===== src/rtl/uart_pkg.sv =====
//------------------------------------------------------------------------------
// Module  : uart_pkg
// Brief   : Shared UART definitions (RX state encoding, frame geometry helpers)
// Revision: 1.0 - initial release
//------------------------------------------------------------------------------
`default_nettype none

package uart_pkg;

    typedef enum logic [1:0] {
        RX_IDLE  = 2'd0,
        RX_START = 2'd1,
        RX_DATA  = 2'd2,
        RX_STOP  = 2'd3
    } rx_state_t;

    // Characters needed to carry one output word.
    function automatic int num_words(input int w_out, input int bits_per_word);
        return (w_out + bits_per_word - 1) / bits_per_word;
    endfunction

    // Line bits per character: start + data + stop.
    function automatic int total_bits(input int bits_per_word, input int stop_bits);
        return 1 + bits_per_word + stop_bits;
    endfunction

    // Counter width able to hold n-1, never narrower than one bit.
    function automatic int cnt_width(input int n);
        return (n > 1) ? $clog2(n) : 1;
    endfunction

endpackage

`default_nettype wire


===== src/rtl/uart_rx_if.sv =====
//------------------------------------------------------------------------------
// Module  : uart_rx_if
// Brief   : Valid/ready word stream from the UART receiver toward the core
// Revision: 1.0 - initial release
//------------------------------------------------------------------------------
`default_nettype none

interface uart_rx_if #(
    parameter int W_OUT = 24
);
    logic [W_OUT-1:0] m_data;
    logic             m_valid;
    logic             m_ready;

    modport master (
        output m_data,
        output m_valid,
        input  m_ready
    );

    modport slave (
        input  m_data,
        input  m_valid,
        output m_ready
    );
endinterface

`default_nettype wire


===== src/rtl/uart_sync2.sv =====
//------------------------------------------------------------------------------
// Module  : uart_sync2
// Brief   : Two-flop synchronizer for an asynchronous input, reset to RESET_VAL
// Revision: 1.0 - initial release
//------------------------------------------------------------------------------
`default_nettype none

module uart_sync2 #(
    parameter logic RESET_VAL = 1'b1
) (
    input  wire logic clk,
    input  wire logic rstn,
    input  wire logic d,
    output logic      q
);

    logic meta;

    always_ff @(posedge clk or negedge rstn) begin
        if (!rstn) begin
            meta <= RESET_VAL;
            q    <= RESET_VAL;
        end else begin
            meta <= d;
            q    <= meta;
        end
    end

endmodule

`default_nettype wire


===== src/rtl/uart_rx.sv =====
//------------------------------------------------------------------------------
// Module  : uart_rx
// Brief   : 8N1-style serial receiver assembling NUM_WORDS characters per word
// Revision: 1.0 - initial release
//------------------------------------------------------------------------------
`default_nettype none

module uart_rx
    import uart_pkg::*;
#(
    parameter int CLOCKS_PER_PULSE = 4,
    parameter int BITS_PER_WORD    = 8,
    parameter int W_OUT            = 24,
    parameter int STOP_BITS        = 1
) (
    input  wire logic   clk,
    input  wire logic   rstn,
    input  wire logic   rx,
    uart_rx_if.master   m,
    output logic        frame_err,
    output logic        overflow
);

    localparam int NUM_WORDS = num_words(W_OUT, BITS_PER_WORD);
    localparam int HALF      = CLOCKS_PER_PULSE / 2;
    localparam int CW        = cnt_width(CLOCKS_PER_PULSE);
    localparam int BW        = cnt_width(BITS_PER_WORD);
    localparam int SW        = cnt_width(STOP_BITS);
    localparam int WW        = cnt_width(NUM_WORDS);
    localparam int ASM_W     = NUM_WORDS * BITS_PER_WORD;

    localparam logic [CW-1:0] CLK_LAST  = CW'(CLOCKS_PER_PULSE - 1);
    localparam logic [CW-1:0] HALF_LAST = CW'(HALF - 1);
    localparam logic [BW-1:0] BIT_LAST  = BW'(BITS_PER_WORD - 1);
    localparam logic [SW-1:0] STOP_LAST = SW'(STOP_BITS - 1);
    localparam logic [WW-1:0] WORD_LAST = WW'(NUM_WORDS - 1);

    logic                     rxs;
    rx_state_t                state, state_nxt;
    logic [CW-1:0]            clk_cnt, clk_cnt_nxt;
    logic [BW-1:0]            bit_cnt, bit_cnt_nxt;
    logic [SW-1:0]            stop_cnt, stop_cnt_nxt;
    logic                     brk, brk_nxt;
    logic                     data_smp, char_ok, char_bad, mid;
    logic [WW-1:0]            word_cnt;
    logic [BITS_PER_WORD-1:0] shift;
    logic [ASM_W-1:0]         assembly, assembly_nxt;
    logic [W_OUT-1:0]         out_data;
    logic                     out_valid;

    uart_sync2 #(.RESET_VAL(1'b1)) u_sync (
        .clk  (clk),
        .rstn (rstn),
        .d    (rx),
        .q    (rxs)
    );

    assign mid = (clk_cnt == CLK_LAST);

    always_comb begin
        state_nxt    = state;
        clk_cnt_nxt  = clk_cnt;
        bit_cnt_nxt  = bit_cnt;
        stop_cnt_nxt = stop_cnt;
        brk_nxt      = brk;
        data_smp     = 1'b0;
        char_ok      = 1'b0;
        char_bad     = 1'b0;
        case (state)
            RX_IDLE: begin
                clk_cnt_nxt  = '0;
                bit_cnt_nxt  = '0;
                stop_cnt_nxt = '0;
                brk_nxt      = 1'b0;
                if (!rxs) state_nxt = RX_START;
            end
            RX_START: begin
                if (clk_cnt == HALF_LAST) begin
                    clk_cnt_nxt = '0;
                    bit_cnt_nxt = '0;
                    state_nxt   = rxs ? RX_IDLE : RX_DATA;
                end else begin
                    clk_cnt_nxt = clk_cnt + CW'(1);
                end
            end
            RX_DATA: begin
                if (mid) begin
                    clk_cnt_nxt = '0;
                    data_smp    = 1'b1;
                    if (bit_cnt == BIT_LAST) begin
                        bit_cnt_nxt  = '0;
                        stop_cnt_nxt = '0;
                        state_nxt    = RX_STOP;
                    end else begin
                        bit_cnt_nxt = bit_cnt + BW'(1);
                    end
                end else begin
                    clk_cnt_nxt = clk_cnt + CW'(1);
                end
            end
            RX_STOP: begin
                // After a bad stop bit, hold here until the line is released
                // so a break condition is not taken as a new start bit.
                if (brk) begin
                    if (rxs) state_nxt = RX_IDLE;
                end else if (mid) begin
                    clk_cnt_nxt = '0;
                    if (!rxs) begin
                        char_bad = 1'b1;
                        brk_nxt  = 1'b1;
                    end else if (stop_cnt == STOP_LAST) begin
                        char_ok      = 1'b1;
                        stop_cnt_nxt = '0;
                        state_nxt    = RX_IDLE;
                    end else begin
                        stop_cnt_nxt = stop_cnt + SW'(1);
                    end
                end else begin
                    clk_cnt_nxt = clk_cnt + CW'(1);
                end
            end
            default: state_nxt = RX_IDLE;
        endcase
    end

    always_comb begin
        assembly_nxt = assembly;
        assembly_nxt[word_cnt * BITS_PER_WORD +: BITS_PER_WORD] = shift;
    end

    always_ff @(posedge clk or negedge rstn) begin
        if (!rstn) begin
            state    <= RX_IDLE;
            clk_cnt  <= '0;
            bit_cnt  <= '0;
            stop_cnt <= '0;
            brk      <= 1'b0;
        end else begin
            state    <= state_nxt;
            clk_cnt  <= clk_cnt_nxt;
            bit_cnt  <= bit_cnt_nxt;
            stop_cnt <= stop_cnt_nxt;
            brk      <= brk_nxt;
        end
    end

    always_ff @(posedge clk or negedge rstn) begin
        if (!rstn) begin
            shift     <= '0;
            assembly  <= '0;
            word_cnt  <= '0;
            out_data  <= '0;
            out_valid <= 1'b0;
            frame_err <= 1'b0;
            overflow  <= 1'b0;
        end else begin
            frame_err <= char_bad;
            overflow  <= 1'b0;
            if (data_smp) shift[bit_cnt] <= rxs;
            if (out_valid && m.m_ready) out_valid <= 1'b0;
            if (char_bad) word_cnt <= '0;
            if (char_ok) begin
                assembly <= assembly_nxt;
                if (word_cnt == WORD_LAST) begin
                    word_cnt <= '0;
                    // Accept the new word only if the slot is free or is being
                    // emptied this very cycle; otherwise it is dropped.
                    if (!out_valid || m.m_ready) begin
                        out_data  <= assembly_nxt[W_OUT-1:0];
                        out_valid <= 1'b1;
                    end else begin
                        overflow <= 1'b1;
                    end
                end else begin
                    word_cnt <= word_cnt + WW'(1);
                end
            end
        end
    end

    assign m.m_data  = out_data;
    assign m.m_valid = out_valid;

endmodule

`default_nettype wire


===== src/flat_wrapper.sv =====
// flat-port wrapper written by rule: the top's interface ports become plain ports
module uart_rx_flat import uart_pkg::*;
#(
    parameter int CLOCKS_PER_PULSE = 4,
    parameter int BITS_PER_WORD    = 8,
    parameter int W_OUT            = 24,
    parameter int STOP_BITS        = 1
)
  (clk, rstn, rx, frame_err, overflow, m_m_data, m_m_valid, m_m_ready);
  uart_rx_if #(.W_OUT(W_OUT)) m_i ();
  input  wire logic clk;
  input  wire logic rstn;
  input  wire logic rx;
  output logic frame_err;
  output logic overflow;
  output wire logic [$bits(m_i.m_data)-1:0] m_m_data;
  output wire logic [$bits(m_i.m_valid)-1:0] m_m_valid;
  input wire logic [$bits(m_i.m_ready)-1:0] m_m_ready;
  assign m_m_data = m_i.m_data;
  assign m_m_valid = m_i.m_valid;
  assign m_i.m_ready = m_m_ready;
  uart_rx #(.CLOCKS_PER_PULSE(CLOCKS_PER_PULSE), .BITS_PER_WORD(BITS_PER_WORD), .W_OUT(W_OUT), .STOP_BITS(STOP_BITS)) u_core (.clk(clk), .rstn(rstn), .rx(rx), .m(m_i), .frame_err(frame_err), .overflow(overflow));
endmodule

===== config.mk =====
export PLATFORM = sky130hd
export DESIGN_NAME = uart_rx_flat
export DESIGN_NICKNAME = d
export VERILOG_FILES = /design/src/rtl/uart_pkg.sv /design/src/rtl/uart_rx_if.sv /design/src/rtl/uart_sync2.sv /design/src/rtl/uart_rx.sv /design/src/flat_wrapper.sv
export SDC_FILE = /design/constraint.sdc
export NUM_CORES = 1
export LEC_CHECK = 0
export ABC_AREA = 1
export BUFFER_PORTS_ARGS = -buffer_cell sky130_fd_sc_hd__buf_2
export CORE_UTILIZATION = 63
export DETAILED_ROUTE_END_ITERATION = 10
export MAX_ROUTING_LAYER = met4
export PLACE_DENSITY = 0.84
export SLEW_MARGIN = 30
export SYNTH_ARGS = -nofsm -noshare
export SYNTH_HDL_FRONTEND = slang
export SYNTH_SLANG_ARGS = --single-unit

===== constraint.sdc =====
create_clock -name clk -period 2.9 [get_ports clk]
set_clock_uncertainty 0.1 [all_clocks]
set_input_delay 0.29 -clock clk [delete_from_list [all_inputs] [get_ports clk]]
set_output_delay 0.29 -clock clk [all_outputs]
set_load 0.02 [all_outputs]

Yosys cells after proc, flatten, opt, wreduce, memory -nomap -nowiden
Cells that the tools add are included.
{"block": "op_classes", "n_addsub": 5, "magnitude_cmp": 2, "n_eq_ne": 18, "shift": 2, "muxes": 53, "reduce_logical": 13}
{"operator": "5-bit negation with 34-bit output", "n": 1}
{"operator": "8-bit by 34-bit variable shift with 24-bit output (first input constant)", "n": 1}
{"operator": "8-bit by 34-bit indexed part select with 24-bit output", "n": 1}
{"operator": "2-bit 2-to-1 mux", "n": 16}
{"operator": "1-bit 2-to-1 mux", "n": 26}
{"operator": "24-bit bitwise mux", "n": 1}
{"operator": "2-bit case mux with 4 select lines", "n": 2}
{"operator": "3-bit 2-to-1 mux", "n": 3}
{"operator": "3-bit != test (second input constant)", "n": 3}
{"operator": "3-bit case mux with 3 select lines", "n": 1}
{"operator": "8-bit bitwise mux", "n": 1}
{"operator": "2-bit == test (second input constant)", "n": 4}
{"operator": "2-bit by 1-bit != test with 1-bit output (second input constant)", "n": 4}
{"operator": "8-bit AND reduction", "n": 1}
{"operator": "2-bit != test (second input constant)", "n": 3}
{"operator": "3-bit AND reduction", "n": 2}
{"operator": "6-bit AND reduction", "n": 1}
{"operator": "3-bit nonzero test", "n": 2}
{"operator": "2-bit by 1-bit adder with 2-bit output (second input constant)", "n": 2}
{"operator": "2-bit by 1-bit == test with 1-bit output (second input constant)", "n": 2}
{"operator": "3-bit by 4-bit less-than comparator with 1-bit output (second input constant)", "n": 1}
{"operator": "2-bit nonzero test", "n": 2}
{"operator": "3-bit by 1-bit adder with 3-bit output (second input constant)", "n": 1}
{"operator": "1-bit demux with 3-bit select", "n": 1}
{"operator": "other kinds (10)", "n": 11}
{"block": "totals", "regBits": 72, "out_inout_bits": 27, "word_cells": 107}

Longest topological paths before layout
{"block": "logic_depth", "ltp_word": 6, "mapped_depth": 9}

Hierarchy
From an unflattened synthesis, not the netlist that was laid out.
{"block": "unflattened", "cells_unflattened": 403, "hier_area_um2": 3343.2}
{"module": "uart_rx", "instances": 1, "cells_each": 401, "area_each_um2": 3290.7, "seq_area_each_um2": 1726.7}
{"module": "uart_sync2", "instances": 1, "cells_each": 2, "area_each_um2": 52.6, "seq_area_each_um2": 52.6}

Worst setup path before layout
OpenSTA, ideal clock, no wires.
{"block": "synth_timing", "kind": "register to register", "from": "reg u_core.word_cnt[0]", "to": "reg u_core.out_data[22], in the netlist u_core.m.m_data[22]", "setup_ps": 65, "arrival_time_ps": 1411, "required_ps": 2735, "slack_ps": 1324, "stages_incl_launch_ff": 9, "period_less_slack_ps": 1576, "path_cell_list": "dfrtp_1 > inv_2 > ha_1 > inv_1 > nor2_1 > nand4_1 > nand2_1 > nand2_1 > nand2_1"}
{"block": "synth_between", "elab_chain_len": 3, "elab_cells_between_ends": 6}
{"item": "start, declared", "line": "uart_rx.sv:45", "text": "logic [WW-1:0] word_cnt;"}
{"item": "start signal, assigned", "line": "uart_rx.sv:175", "text": "word_cnt <= word_cnt + WW'(1);"}
{"item": "5-bit negation with 34-bit output", "line": "uart_rx.sv:128", "text": "assembly_nxt[word_cnt * BITS_PER_WORD +: BITS_PER_WORD] = shift;"}
{"item": "8-bit by 34-bit indexed part select with 24-bit output or 8-bit by 34-bit variable shift with 24-bit output (tied branches)", "line": "uart_rx.sv:128"}
{"item": "24-bit bitwise mux", "line": "uart_rx.sv:128"}
{"item": "end signal, assigned", "line": "uart_rx.sv:169", "text": "out_data <= assembly_nxt[W_OUT-1:0];"}
{"item": "end, declared", "line": "uart_rx.sv:48", "text": "logic [W_OUT-1:0] out_data;"}
Parallel ways exist; a longest one is shown, timed or not.
A chain may end at the register's enable or synchronous reset.

Final worst setup path
{"block": "layout_timing", "from": "reg u_core.state[0]", "to": "reg u_core.out_data[15], in the netlist u_core.m.m_data[15]"}
{"block": "layout_between", "elab_chain_len": 3}
{"item": "start, declared", "line": "uart_rx.sv:39", "text": "rx_state_t state, state_nxt;"}
{"item": "start signal, assigned", "line": "uart_rx.sv:139", "text": "state <= state_nxt;"}
{"item": "2-bit == test", "line": "uart_rx.sv:69", "text": "case (state)"}
{"item": "1-bit 2-to-1 mux", "line": "uart_rx.sv:69"}
{"item": "3-bit AND reduction (no line)"}
No other way between the ends.

==> impl.org <==
** Detailed routing
- The routed design has 6.896 mm of wire.
- After detailed routing, the number of vias per cell comes to 5.254.
- Vias :: 2769
- Routed length per instance :: 13.09 um
- Final antenna-violating net count :: 0
- The pre-antenna-repair detailed-routing pass consisted of 4 iterations.
- In the routed design, unresolved DRC markers number 0.
- For this block, the initial DRC count from the detailed router was 228.

** Final layout
- Most common cell after layout, fill and taps aside :: nand2_1
- Counting the fill cells in the layout gives 383.
- Layout net count :: 471
- Utilization after layout :: 0.7402
- The top cell types in the final layout, fill and taps aside, are nand2_1 (183), dfrtp_1 (69), o21ai_0 (39).
- Count of inserted antenna diode cells :: 0
- In the final layout, the share of cells above drive strength 1 is 0.1291.
- Relative to the synthesized area, the layout overhead comes to 12.21%.

** STA
- Final count of hold timing violations :: 0
- At the pin with the least slew margin, the transition time is 0.6330 ns.
- Setup repair after global routing left no endpoint under its margin.
- Relative slew slack :: 0.5780
- Maximum achievable frequency :: 0.4711 GHz
- Number of slew-limit violations in the final report :: 0
- After layout, the minimum clock period comes to 2.123 ns.
- Setup violations remaining at the end of the flow were counted as 0.
- Sum of negative setup slack :: 0 ns
- In the finished design, the share of the clock period the worst path needs comes to 0.7320.

** Global route
- Vias in the first global route :: 2551
- GRT overflow :: 0
- Maximum number of pins on one net before global-route repair :: 72
- First-pass GRT wire length :: 11.54 mm
- The initial antenna violation count came to 0.
- For this run, the total global-route usage over all layers was measured as 0.2874.

** Die
- The die is 75.59 um wide.
- Chip Height :: 75.59 um
- Die Area :: 5714 um^2
- Core outline area :: 5172 um^2
- Number of placement rows :: 26
- 31 I/O pins were placed.
- For this configuration, the core starts out at a cell density of 0.6597.

** Worst setup path
- In this design, the critical path's most frequently occurring cell is nand2_1.
- Across all register-to-register paths, the minimum setup slack is 0.78 ns.
- For this run, the slowest stage of the critical path takes 0.45 ns.
- Buf+Inv Stages, Crit Path :: 0
- The worst register-to-register path ends at u_core.m.m_data[15]$_DFFE_PN0P_.
- For this design, the slowest cell found on the critical path is nand3_2.
- The startpoint identified for the worst register-to-register timing path is u_core.state[0]$_DFFE_PN0P_.
- Kind of end point of the critical path :: flip-flop
- The worst setup path is launched from a flip-flop.
- STA puts the critical path data required time at 3.04 ns.
- The kind of cell with the highest combined delay along the critical path is simple AND/OR/NAND/NOR gates.
- Counting cells, the worst reg-to-reg path comes to 6.
- The signal on the critical path passes through ha_1 -> nand3_4 -> nor2_8 -> nand3_2 -> nand2_1 -> nand2_1.
- Worst Path Arrival :: 2.26 ns
- Of all nets on the critical path, the largest fanout is 24.
- Type of the worst setup path :: flip-flop to flip-flop

** Synth
- In the synthesized netlist, the number of instances is 419.
- Post-synth design cell area :: 3412 um^2
- The Yosys step of the flow raised 0 warnings.
- The number of nets handed over by synthesis was 438.
- In this run, synthesis produced a sequential element count of 71.
- Count of unique library cells instantiated by Yosys :: 23
- A synthesized cell averages 8.143 um^2.
- The share of the Yosys chip area taken by registers is 0.5215.

** Clocking
- Number of buffers inserted during clock tree synthesis :: 9
- TritonCTS built the clock tree.
- Clock transition at path regs :: 0.07 ns
- Number of cells upsized or downsized after cts :: 0
- The clock drives 71 sinks.
- The tree is rooted in a clkbuf_8.
- CTS HTree Levels :: 3
- Clock latency reported for the late side of the worst-skew pair :: 0.35 ns
- The clock passes through at most 2 buffers.

** Hold path
- The path class of the tightest hold or removal check is primary input to flip-flop.
- Hold EP :: u_core.overflow$_DFF_PN0_
- Instance count along the most critical hold path :: 4
- Hold_sp :: m_m_ready

** Pwr
- Worst supply voltage drop on vdd :: 0.0004052 V
- Static leakage :: 2.037 nW
- Power per unit of standard cell area :: 583.4 nW/um^2

** Run
- Across the run, the number of max-cap violations was 0.

** Status
- Status :: finished clean

** Placement
- Detailed placement ended at an HPWL of 4.646 mm.
- Port Buffer Count :: 30
- Routability-driven placement finished with a final weighted congestion of 0.8715.
-- synthesized netlist by cell type (all sizes together) --
cell type	instances	area, um^2
a21oi	2	10.01
inv	39	148.9
nor2	30	147.7
nand2	185	699.4
ha	15	187.7
o22ai	1	6.260
dfstp	2	52.55
nand3	7	52.55
nand4	9	56.30
buf	11	76.32
o21ai	48	240.2
dfrtp	69	1727
nand3b	1	7.510
-- routing by layer --
layer | GRT usage | wire (um) | vias up | share of wire
met2 | 0.4435 | 3343 | 73 | 0.48
li1 | - | - | 1377 | -
met3 | 0.08201 | 235 | 19 | 0.034
met5 | - | 0 | - | 0
met1 | 0.3582 | 3148 | 1300 | 0.46
met4 | 0.1173 | 168 | 0 | 0.024
-- final cells by class --
cell class,count,area (um^2),share of cell area
Clock buffer,13,158.9,0.04150
Inverter,39,148.9,0.03889
Multi-Input combinational cell,298,1408,0.3676
Tap cell,70,87.58,0.02288
Clock inverter,3,65.06,0.01699
Sequential cell,71,1779,0.4647
Timing Repair Buffer,33,181.4,0.04739
-- registers in the layout, summed over array words and instances, names as in the netlist, named ones only --
name / cells
u_core.frame_err: 1
u_core.word_cnt: 2
u_core.clk_cnt: 2
u_core.bit_cnt: 3
u_core.u_sync.q: 1
u_core.brk: 1
u_core.u_sync.meta: 1
u_core.m.m_valid: 1
u_core.state: 1
u_core.overflow: 1
u_core.shift: 8
u_core.assembly: 24
u_core.m.m_data: 24
-- power breakdown --
part	switching, mW	leakage, nW	internal, mW
Clock	0.368	0.114	0.531
Sequential	0.0361	0.982	1.02
Combinational	0.190	0.942	0.0876
Total	0.594	2.04	1.64
-- worst reg2reg max path, delay by kind of cell (launching register included) --
kind | cells | cell delay, ns
adders and majority gates | 1 | 0.36
DFF | 1 | 0.44
and+or+nand+nor | 5 | 1.13
-- metrics by stage --
stage          area, um^2  instances  total power [mW]  setup WS [ns]  hold WS [ns]
2_1_floorplan        3412        419             1.270          1.324       -0.1056
3_3_place_gp         3581        509             1.336         0.8731        0.2463
3_5_place_dp         3581        509             1.348         0.7681        0.2476
4_1_cts              3815        526             2.235         0.7482       0.07105
5_1_grt              3829        527             2.344         0.5555        0.2158
6_report             3829        527             2.234         0.7773        0.1806
-- worst max-delay path by stage --
stage / start / endpoint / slack, ns / cells past startpoint
2_1_floorplan: u_core.word_cnt[0]$_DFFE_PN0P_ / u_core.m.m_data[22]$_DFFE_PN0P_ / 1.32 / 8
3_3_place_gp: u_core.state[0]$_DFFE_PN0P_ / u_core.m.m_data[7]$_DFFE_PN0P_ / 0.87 / 6
3_5_place_dp: u_core.state[0]$_DFFE_PN0P_ / u_core.m.m_data[15]$_DFFE_PN0P_ / 0.77 / 6
4_1_cts: u_core.state[0]$_DFFE_PN0P_ / u_core.m.m_data[15]$_DFFE_PN0P_ / 0.75 / 6
5_1_grt: u_core.state[0]$_DFFE_PN0P_ / u_core.m.m_data[13]$_DFFE_PN0P_ / 0.56 / 6
6_report: u_core.state[0]$_DFFE_PN0P_ / u_core.m.m_data[15]$_DFFE_PN0P_ / 0.78 / 6
-- kinds of logic (layout without fill, tap and decap cells) --
| logic type | Yosys count | after routing | share of synthesized area |
|---|---|---|---|
| DFF | 71 | 71 | 0.5215 |
| and+or+nand+nor | 232 | 232 | 0.2824 |
| buffers and inverters | 50 | 88 | 0.06600 |
| adders and majority gates | 15 | 15 | 0.05501 |
| AOI/OAI and AO/OA | 51 | 51 | 0.07518 |
-- timing repair --
item                                   in CTS  in global routing
endpoints found under the hold margin       1                 10
hold buffers                                1                  1
buffers inserted                            0                  0
(Power assumes the default switching activity.)
